--- src/rtl/input_load_debouncer.sv ---
// input_load_debouncer
// Debounces a bouncing load pushbutton and produces a single-cycle load
// strobe carrying the slide-switch value, clamped to MAX_VALUE.
// Both raw inputs are brought into the clock domain through two-flop
// synchronizers. All outputs are registered.

module input_load_debouncer #(
    parameter int DEBOUNCE_CYCLES = 20,
    parameter int MAX_VALUE       = 9
) (
    input  logic       clock,
    input  logic       reset,
    input  logic       btn_load,
    input  logic [3:0] value_in,
    output logic       load,
    output logic [3:0] load_ref_value,
    output logic       clamped,
    output logic       busy
);

    localparam int               CNT_W       = $clog2(DEBOUNCE_CYCLES + 1);
    localparam logic [CNT_W-1:0] CNT_TERM    = CNT_W'(DEBOUNCE_CYCLES - 1);
    localparam logic [CNT_W-1:0] CNT_MAX     = {CNT_W{1'b1}};
    localparam logic [3:0]       VALUE_LIMIT = 4'(MAX_VALUE);

    localparam logic [1:0] ST_IDLE         = 2'd0;
    localparam logic [1:0] ST_PRESS_WAIT   = 2'd1;
    localparam logic [1:0] ST_HELD         = 2'd2;
    localparam logic [1:0] ST_RELEASE_WAIT = 2'd3;

    // Returns {clamp_flag, limited_value} for a captured switch value.
    function automatic logic [4:0] clamp_value(input logic [3:0] v);
        logic [4:0] res;
        if (v > VALUE_LIMIT) begin
            res = {1'b1, VALUE_LIMIT};
        end else begin
            res = {1'b0, v};
        end
        return res;
    endfunction

    logic             r_btn_meta;
    logic             r_btn_sync;
    logic [3:0]       r_val_meta;
    logic [3:0]       r_val_sync;
    logic [1:0]       r_state;
    logic [CNT_W-1:0] r_cnt;
    logic             r_load;
    logic [3:0]       r_ref;
    logic             r_clamped;
    logic             r_busy;

    logic [1:0]       w_state_nxt;
    logic [CNT_W-1:0] w_cnt_nxt;
    logic [CNT_W-1:0] w_cnt_inc;
    logic             w_strobe;
    logic [4:0]       w_clamp;

    // Two-flop synchronizers for the raw button and switch inputs.
    always_ff @(posedge clock) begin
        if (reset) begin
            r_btn_meta <= 1'b0;
            r_btn_sync <= 1'b0;
            r_val_meta <= 4'd0;
            r_val_sync <= 4'd0;
        end else begin
            r_btn_meta <= btn_load;
            r_btn_sync <= r_btn_meta;
            r_val_meta <= value_in;
            r_val_sync <= r_val_meta;
        end
    end

    // Saturating increment so the debounce counter can never wrap.
    always_comb begin
        w_cnt_inc = r_cnt;
        if (r_cnt == CNT_MAX) begin
            w_cnt_inc = r_cnt;
        end else begin
            w_cnt_inc = r_cnt + CNT_W'(1);
        end
    end

    // Next-state, next-count and strobe decision for the debounce FSM.
    always_comb begin
        w_state_nxt = r_state;
        w_cnt_nxt   = r_cnt;
        w_strobe    = 1'b0;
        case (r_state)
            ST_IDLE: begin
                if (r_btn_sync) begin
                    w_state_nxt = ST_PRESS_WAIT;
                    w_cnt_nxt   = '0;
                end else begin
                    w_state_nxt = ST_IDLE;
                    w_cnt_nxt   = '0;
                end
            end
            ST_PRESS_WAIT: begin
                if (!r_btn_sync) begin
                    // Bounce during press: abandon without a strobe.
                    w_state_nxt = ST_IDLE;
                    w_cnt_nxt   = '0;
                end else if (r_cnt == CNT_TERM) begin
                    w_state_nxt = ST_HELD;
                    w_cnt_nxt   = '0;
                    w_strobe    = 1'b1;
                end else begin
                    w_state_nxt = ST_PRESS_WAIT;
                    w_cnt_nxt   = w_cnt_inc;
                end
            end
            ST_HELD: begin
                if (!r_btn_sync) begin
                    w_state_nxt = ST_RELEASE_WAIT;
                    w_cnt_nxt   = '0;
                end else begin
                    w_state_nxt = ST_HELD;
                    w_cnt_nxt   = '0;
                end
            end
            ST_RELEASE_WAIT: begin
                if (r_btn_sync) begin
                    // Bounce on release: back to held, no new strobe.
                    w_state_nxt = ST_HELD;
                    w_cnt_nxt   = '0;
                end else if (r_cnt == CNT_TERM) begin
                    w_state_nxt = ST_IDLE;
                    w_cnt_nxt   = '0;
                end else begin
                    w_state_nxt = ST_RELEASE_WAIT;
                    w_cnt_nxt   = w_cnt_inc;
                end
            end
            default: begin
                w_state_nxt = ST_IDLE;
                w_cnt_nxt   = '0;
            end
        endcase
    end

    assign w_clamp = clamp_value(r_val_sync);

    // State, counter and registered outputs; value only updates on a strobe.
    always_ff @(posedge clock) begin
        if (reset) begin
            r_state   <= ST_IDLE;
            r_cnt     <= '0;
            r_load    <= 1'b0;
            r_ref     <= 4'd0;
            r_clamped <= 1'b0;
            r_busy    <= 1'b0;
        end else begin
            r_state <= w_state_nxt;
            r_cnt   <= w_cnt_nxt;
            r_load  <= w_strobe;
            r_busy  <= (w_state_nxt != ST_IDLE);
            if (w_strobe) begin
                r_ref     <= w_clamp[3:0];
                r_clamped <= w_clamp[4];
            end else begin
                r_ref     <= r_ref;
                r_clamped <= 1'b0;
            end
        end
    end

    assign load           = r_load;
    assign load_ref_value = r_ref;
    assign clamped        = r_clamped;
    assign busy           = r_busy;

endmodule

--- config.mk ---
export PLATFORM = sky130hd
export DESIGN_NAME = input_load_debouncer
export DESIGN_NICKNAME = d
export VERILOG_FILES = /design/src/rtl/input_load_debouncer.sv
export SDC_FILE = /design/constraint.sdc
export NUM_CORES = 1
export LEC_CHECK = 0
export CAP_MARGIN = 20
export CORE_ASPECT_RATIO = 1.5
export CORE_UTILIZATION = 35
export DETAILED_ROUTE_END_ITERATION = 10
export PLACE_DENSITY_LB_ADDON = 0.25
export SKIP_CTS_REPAIR_TIMING = 1
export SLEW_MARGIN = 20
export SYNTH_ARGS = -nofsm -noshare
export SYNTH_HDL_FRONTEND = slang
export SYNTH_SLANG_ARGS = --single-unit
--- constraint.sdc ---
create_clock -name clock -period 2 [get_ports clock]
set_clock_uncertainty 0.05 [all_clocks]
set_input_delay 0.2 -clock clock [delete_from_list [all_inputs] [get_ports clock]]
set_output_delay 0.2 -clock clock [all_outputs]
set_load 0.02 [all_outputs]
# Word-level counts from Yosys, hierarchy flattened
# Index checks and enable logic that the tools add are counted.
dict set report word_totals {
  register_bits 24
  inputBits 7
  output_inout_bits 7
  wordCells 38
}
dict set report classes {
  n_addsub 1
  n_lt_le_gt_ge 1
  eq_ne 5
  mux 16
  bitwise 1
  reduce_logical 4
}
# op count
set op_table {}
lappend op_table {{2-to-1 mux 5 bit} 5}
lappend op_table {{one-hot mux 5 bit (3 select lines)} 1}
lappend op_table {{equality test 5 bit, second input constant} 2}
lappend op_table {{2-to-1 mux 2 bit} 4}
lappend op_table {{one-hot mux 2 bit (4 select lines)} 1}
lappend op_table {{adder 5 x 1 -> 5 bit, second input constant} 1}
lappend op_table {{2-to-1 mux 1 bit} 5}
lappend op_table {{equality test 2 bit, second input constant} 2}
lappend op_table {{> comparator 4 bit, second input constant} 1}
lappend op_table {{OR reduction 2 bit} 2}
lappend op_table {{equality test 2 x 1 -> 1 bit, second input constant} 1}
lappend op_table {{logical NOT 2 bit} 1}
lappend op_table {{nonzero test 2 bit} 1}
lappend op_table {{inverter 1 bit} 1}

# Depth between registers and ports, before layout
# Gate-level depths: netlist of the first run.
dict set report depth {
  word_depth 6
  mapped_depth 5
  depth_no_buf 4
}

# Worst setup path after synthesis of the first run
# No wires, ideal clock.
dict set report synth_path {
  kind {reg2reg}
  startpoint {register r_cnt[0]}
  endpoint {register r_state[1]}
  setup_time_ps 71
  t_arrival_ps 1270
  required_time_ps 1879
  setup_slack_ps 609
  path_stages_with_launch 6
  path_buffers 1
  synth_period_minus_slack_ps 1391
  path_cell_list {dfxtp_1 -> ha_1 -> buf_4 -> nand2_2 -> or4b_1 -> a21oi_1}
}
dict set report synth_via {
  elab_chain_cells 4
  elab_cells_between_ends 6
  cone_classes {eq/ne (1); mux (5)}
}
# item line_no
set synth_lines {}
lappend synth_lines {{start, declared} 47} ;# logic [CNT_W-1:0] r_cnt;
lappend synth_lines {{start signal, assigned} 155} ;# r_cnt <= w_cnt_nxt;
lappend synth_lines {{equality test 5 bit (*)} {104, 127}}
lappend synth_lines {{2-to-1 mux 2 bit (on tied branches)} {127, 104}}
lappend synth_lines {{2-to-1 mux 2 bit (on tied branches)} {123, 100}}
lappend synth_lines {{one-hot mux 2 bit (4 select lines) (*)} 89} ;# case (r_state)
lappend synth_lines {{end signal, assigned} 154} ;# r_state <= w_state_nxt;
lappend synth_lines {{end, declared} 46} ;# logic [1:0] r_state;
# Every way passes the cells marked *; elsewhere a longest branch is shown, timed or not.
# A chain may end at the register's enable or synchronous reset.

# Final worst setup path of the first run
# Ends and elaborated chain as after synthesis.

==> impl_metrics.toml, run 1 <==
[status]
outcome = "complete, no violations"

[route]
ant_nets = 0
route.detailed.drc = 0
wl_um = 1550
firstDrtPassIters = 4
viasPerCell = 4.93
drt-initial-drc-count = 29
routedWlPerCell_um = 10.7
vias = 715

[floorplan]
chipWidth_um = 44.6
core-area_um2 = 2500
rows = 22
start_util_pct = 38.0
fp.dieArea_um2 = 2940
die_y_um = 65.9
io_pins = 14

[yosys]
synth_ff_type = "dfxtp_1"
yosysUniqueCellTypes = 35
syn_avg_cell_area_um2 = 9.82
yosysTopAreaCell = "dfxtp_1"
yosys_register_bits = 24
yosysSeqAreaShare_pct = 50.5
syn_nets = 105
synth_top_area_share_pct = 50.5
yosys_warnings = 0
netlist_area_um2 = 952
synthCells = 97
async_reset_ff_share_pct = 0
synth-edff-count = 0
ys_top_cells_by_area = "dfxtp_1, nor2b_1, a21oi_1"

[timing]
hold_slack_ns = 0.374
slew_headroom_pct = 66.8
finalSetupTns_ns = 0
finalSetupViolCount = 0
drv_slew = 0
min_period_ns = 1.69
tightestPinTransition_ns = 0.498
rsz0062_at_grt = "no"
max_clock_freq_mhz = 590
fin_crit_sh_pct = 84.7
hold_viol = 0

[critical_path]
crit_buf_inv = 0
cp-start-kind = "flip-flop"
path_cells = "ha_1 -> nand2_2 -> or4b_1 -> a21oi_1"
max_stage_delay_ns = 0.48
crit_path_top_delay_cell = "or4b_1"
crit_type = "flip-flop to flip-flop"
critical_path_required_ns = 2.20
crit_fanout = 10
cp.arrival_ns = 1.89
end_kind = "flip-flop"
crit_family = "simple AND/OR/NAND/NOR gates"

[global_routing]
grt_overflow_total = 0
grt_usage_pct = 12.8
grt_pass1_vias = 679
grt_max_degree = 20
grt_pass1_wl_um = 2860
antenna_found_initial = 0

[finish]
area_delta_synth_final_pct = 20.6
nNetsFinal = 118
layout_commonest_cell = "dfxtp_1"
fillers = 243
antenna_cells = 0
seqCellArea_um2 = 480
drive_gt1_share_pct = 8.26
multi_input_area_um2 = 422
fin_cells = 145
mostFrequentLayoutCells = "dfxtp_1, clkdlybuf4s50_1, nor2b_1"

[cts]
insertion_delay_ns = 0.31
htree_levels = 1
cts_made_buffers = 3
path_clk_slew_ns = 0.13
cts.sinks = 24
cts-root-buf = "clkbuf_4"
tritoncts = "built"
clockBufferDepth = 2

[job]
maxCapViolations = 0

[placement]
place_hpwl_um = 1110
port-buffer-count = 13
dpl.cell_count = 141
place.gp.congestion = 0.746

[pwr]
leakage_nw = 0.415
ir_drop_mv = 0.504
p_per_area_nw_per_um2 = 759

[worst_hold_path]
worstHoldPathType = "input port to flip-flop"
-- cell usage after synthesis, types with 2 or more instances --
cell type / number
dfxtp_1: 24
nor2b_1: 12
a21oi_1: 10
o21ai_0: 4
o21ai_1: 4
and3_1: 3
inv_1: 3
nand2_1: 3
nor2_1: 3
and4_1: 2
buf_4: 2
clkbuf_1: 2
nand3_1: 2
nand4b_1: 2
-- path summary, 6_finish.rpt --
check	from	end	slack, ns	cells past startpoint
worst max-delay path	r_cnt[0]	r_state[1]	0.31	4
worst min-delay path	value_in[3]	r_val_meta[3]	0.37	2
worst min register to register	r_val_meta[3]	r_val_sync[3]	0.40	1
worst max register to register	r_cnt[0]	r_state[1]	0.31	4
-- cells by family after synthesis --
logic type	after synthesis	synth area share (%)
buf+inv	9	5.26
fa+ha+maj	1	1.31
flops	24	50.5
xor+xnor	1	0.920
compound gates	24	14.5
simple gates	38	27.6
-- power by group --
| part | total [mW] | internal [mW] | leakage (nW) | switching (mW) |
|---|---|---|---|---|
| registers | 0.493 | 0.489 | 0.196 | 0.00443 |
| clock network | 0.346 | 0.203 | 0.0279 | 0.143 |
| logic | 0.0325 | 0.0210 | 0.191 | 0.0115 |
-- area by class of cell --
| class | instances | share of cell area (%) |
|---|---|---|
| Clock inverter | 1 | 2.61 |
| Clock buffer | 3 | 1.96 |
| Timing Repair Buffer | 14 | 12.0 |
| Multi-Input combinational cell | 64 | 36.7 |
| Sequential cell | 24 | 41.8 |
| Tap cell | 36 | 3.92 |
| Inverter | 3 | 0.980 |
-- layer usage --
metal,track usage [%],wire length (um),vias up
li1,-,-,365
met1,16.5,671,326
met2,21.0,792,20
met3,1.64,57,4
met4,5.68,32,0
met5,0,0,-
-- through the flow --
| stage | utilization, % | setup WS [ns] | instance area (um^2) | total power [mW] |
|---|---|---|---|---|
| final | 45.9 | 0.305 | 1150 | 0.871 |
| after global routing | 45.9 | 0.216 | 1150 | 0.903 |
| after CTS | 45.9 | 0.334 | 1150 | 0.877 |
| after detailed placement | 43.8 | 0.380 | 1100 | 0.537 |
| after global placement | 43.8 | 0.470 | 1100 | 0.536 |
| after floorplan | - | 0.609 | 952 | 0.520 |
-- worst register-to-register path: stages, from the launching register on --
cell and delay [ns]:
dfxtp_1 0.41, ha_1 0.38, nand2_2 0.14, or4b_1 0.48
a21oi_1 0.17
-- sequential cells by signal, summed over array words and instances, names as in the netlist --
| name | flops |
|---|---|
| busy | 1 |
| clamped | 1 |
| load | 1 |
| load_ref_value | 4 |
| r_btn_meta | 1 |
| r_btn_sync | 1 |
| r_cnt | 5 |
| r_state | 2 |
| r_val_meta | 4 |
| r_val_sync | 4 |
No activity file was read; power rests on OpenSTA's default activity.
==> run 2: changes to the inputs <==
Clock period 2 ns to 1.6 ns, I/O delays scaled along.
==> impl_metrics.toml, run 2 (synthesis gave the netlist of run 1 again) <==
[global_routing]
grt_pass1_wl_um = 2700
grt_usage_pct = 11.9
antenna_found_initial = 0
grt_overflow_total = 0
grt_pass1_vias = 663
grt_max_degree = 20

[worst_hold_path]
worstHoldPathType = "input port to flip-flop"
holdPathStages = 2
min_to = "r_val_meta[0]"
min_from = "value_in[0]"

[route]
viasPerCell = 4.94
routedWlPerCell_um = 10.9
ant_nets = 0
route.detailed.drc = 0
firstDrtPassIters = 4
wl_um = 1610
drt-initial-drc-count = 10
vias = 731

[finish]
drive_gt1_share_pct = 10.7
antenna_cells = 0
fillers = 243
layout_commonest_cell = "dfxtp_1"
largest_register_ffs = 5
mostFrequentLayoutCells = "dfxtp_1, clkdlybuf4s50_1, nor2b_1"
nNetsFinal = 121
fin_cells = 148
top_register = "r_cnt"
stdcell_area_um2 = 1170
area_delta_synth_final_pct = 23.0

[timing]
rsz0062_at_grt = "no"
slew_headroom_pct = 73.0
finalSetupTns_ns = 0
fin_crit_sh_pct = 92.7
finalSetupViolCount = 0
drv_slew = 0
hold_viol = 0
tightestPinTransition_ns = 0.405
max_clock_freq_mhz = 675
min_period_ns = 1.48

[critical_path]
cp-start-kind = "flip-flop"
cp.depth = 1
path_cells = "clkdlybuf4s50_1"
crit_path_top_delay_cell = "clkdlybuf4s50_1"
end_kind = "output port"
crit_buf_inv = 1
r2r-start = "r_cnt[0]"
critical_path_required_ns = 1.39
crit_family = "buffers and inverters"
crit_fanout = 2
rrSetupSlack_ns = 0.16
max_stage_delay_ns = 0.60
rr_worst_depth = 4
cp.arrival_ns = 1.27
crit_type = "flip-flop to output port"
timing.rr.end = "r_state[1]"

[floorplan]
io_pins = 14
fp.dieArea_um2 = 2940
rows = 22
die_y_um = 65.9
start_util_pct = 38.0
core-area_um2 = 2500
chipWidth_um = 44.6

[pwr]
leakage_nw = 0.431
combPwrFrac_pct = 3.7
power_mw = 1.09
power_frac_seq_pct = 56.3
switching_share_pct = 18.6
p_switching_uw = 204
clockPowerShare_pct = 39.9
internal_power_uw = 890
ir_drop_mv = 0.859
p_per_area_nw_per_um2 = 934

[cts]
tritoncts = "built"
path_clk_slew_ns = 0.13
cts.sinks = 24
clockBufferDepth = 2
htree_levels = 1
cts_made_buffers = 3
cts-root-buf = "clkbuf_4"
insertion_delay_ns = 0.31

[placement]
place_hpwl_um = 1130
port-buffer-count = 13
place.gp.congestion = 0.716
placed_area_um2 = 1120
dpl.cell_count = 144

[status]
outcome = "complete, no violations"

[job]
maxCapViolations = 0
[run 2: worst max-delay path by stage]
stage                      start                end  slack [ns]
2_1_floorplan           r_cnt[0]         r_state[1]        0.21
3_3_place_gp            r_cnt[2]  load_ref_value[1]        0.21
3_5_place_dp            r_cnt[2]  load_ref_value[3]        0.18
4_1_cts        load_ref_value[0]  load_ref_value[0]        0.09
5_1_grt        load_ref_value[3]  load_ref_value[3]        0.05
6_report       load_ref_value[0]  load_ref_value[0]        0.12
[run 2: per-layer routing]
metal / part of all wire [%] / global-route usage (%) / vias to the layer above
li1: - / - / 369
met1: 46 / 14.4 / 344
met2: 49 / 19.7 / 16
met3: 3.9 / 2.19 / 2
met4: 0.93 / 6.06 / 0
met5: 0 / 0 / -
[run 2: cell type report]
cell class	count	area, um^2	share of cell area (%)
timing repair buffer	17	160	13.7
multi-input combinational	64	422	36.0
clock inverter	1	30.0	2.56
inverter	3	11.3	0.962
sequential	24	480	41.0
tap	36	45.0	3.85
clock buffer	3	22.5	1.92
[run 2: worst register-to-register path: stages (launching register included)]
cell and delay [ns]:
dfxtp_1 0.41, ha_1 0.20, nand2_2 0.09, or4b_1 0.47
a21oi_1 0.17
[run 2: power groups by stage]
stage | combinational [mW] | clock [mW] | sequential (mW)
2_1_floorplan | 0.0208 | 0 | 0.629
3_3_place_gp | 0.0405 | 0 | 0.629
3_5_place_dp | 0.0415 | 0 | 0.629
4_1_cts | 0.0416 | 0.450 | 0.616
5_1_grt | 0.0453 | 0.463 | 0.618
6_report | 0.0407 | 0.437 | 0.616
[run 2: per-stage QoR]
step	worst slack, ns	hold WS [ns]	utilization [%]
6_report	0.117	0.330	46.8
3_3_place_gp	0.214	0.368	44.7
5_1_grt	0.0548	0.324	46.8
2_1_floorplan	0.209	0.238	-
3_5_place_dp	0.183	0.385	44.7
4_1_cts	0.0898	0.320	46.8
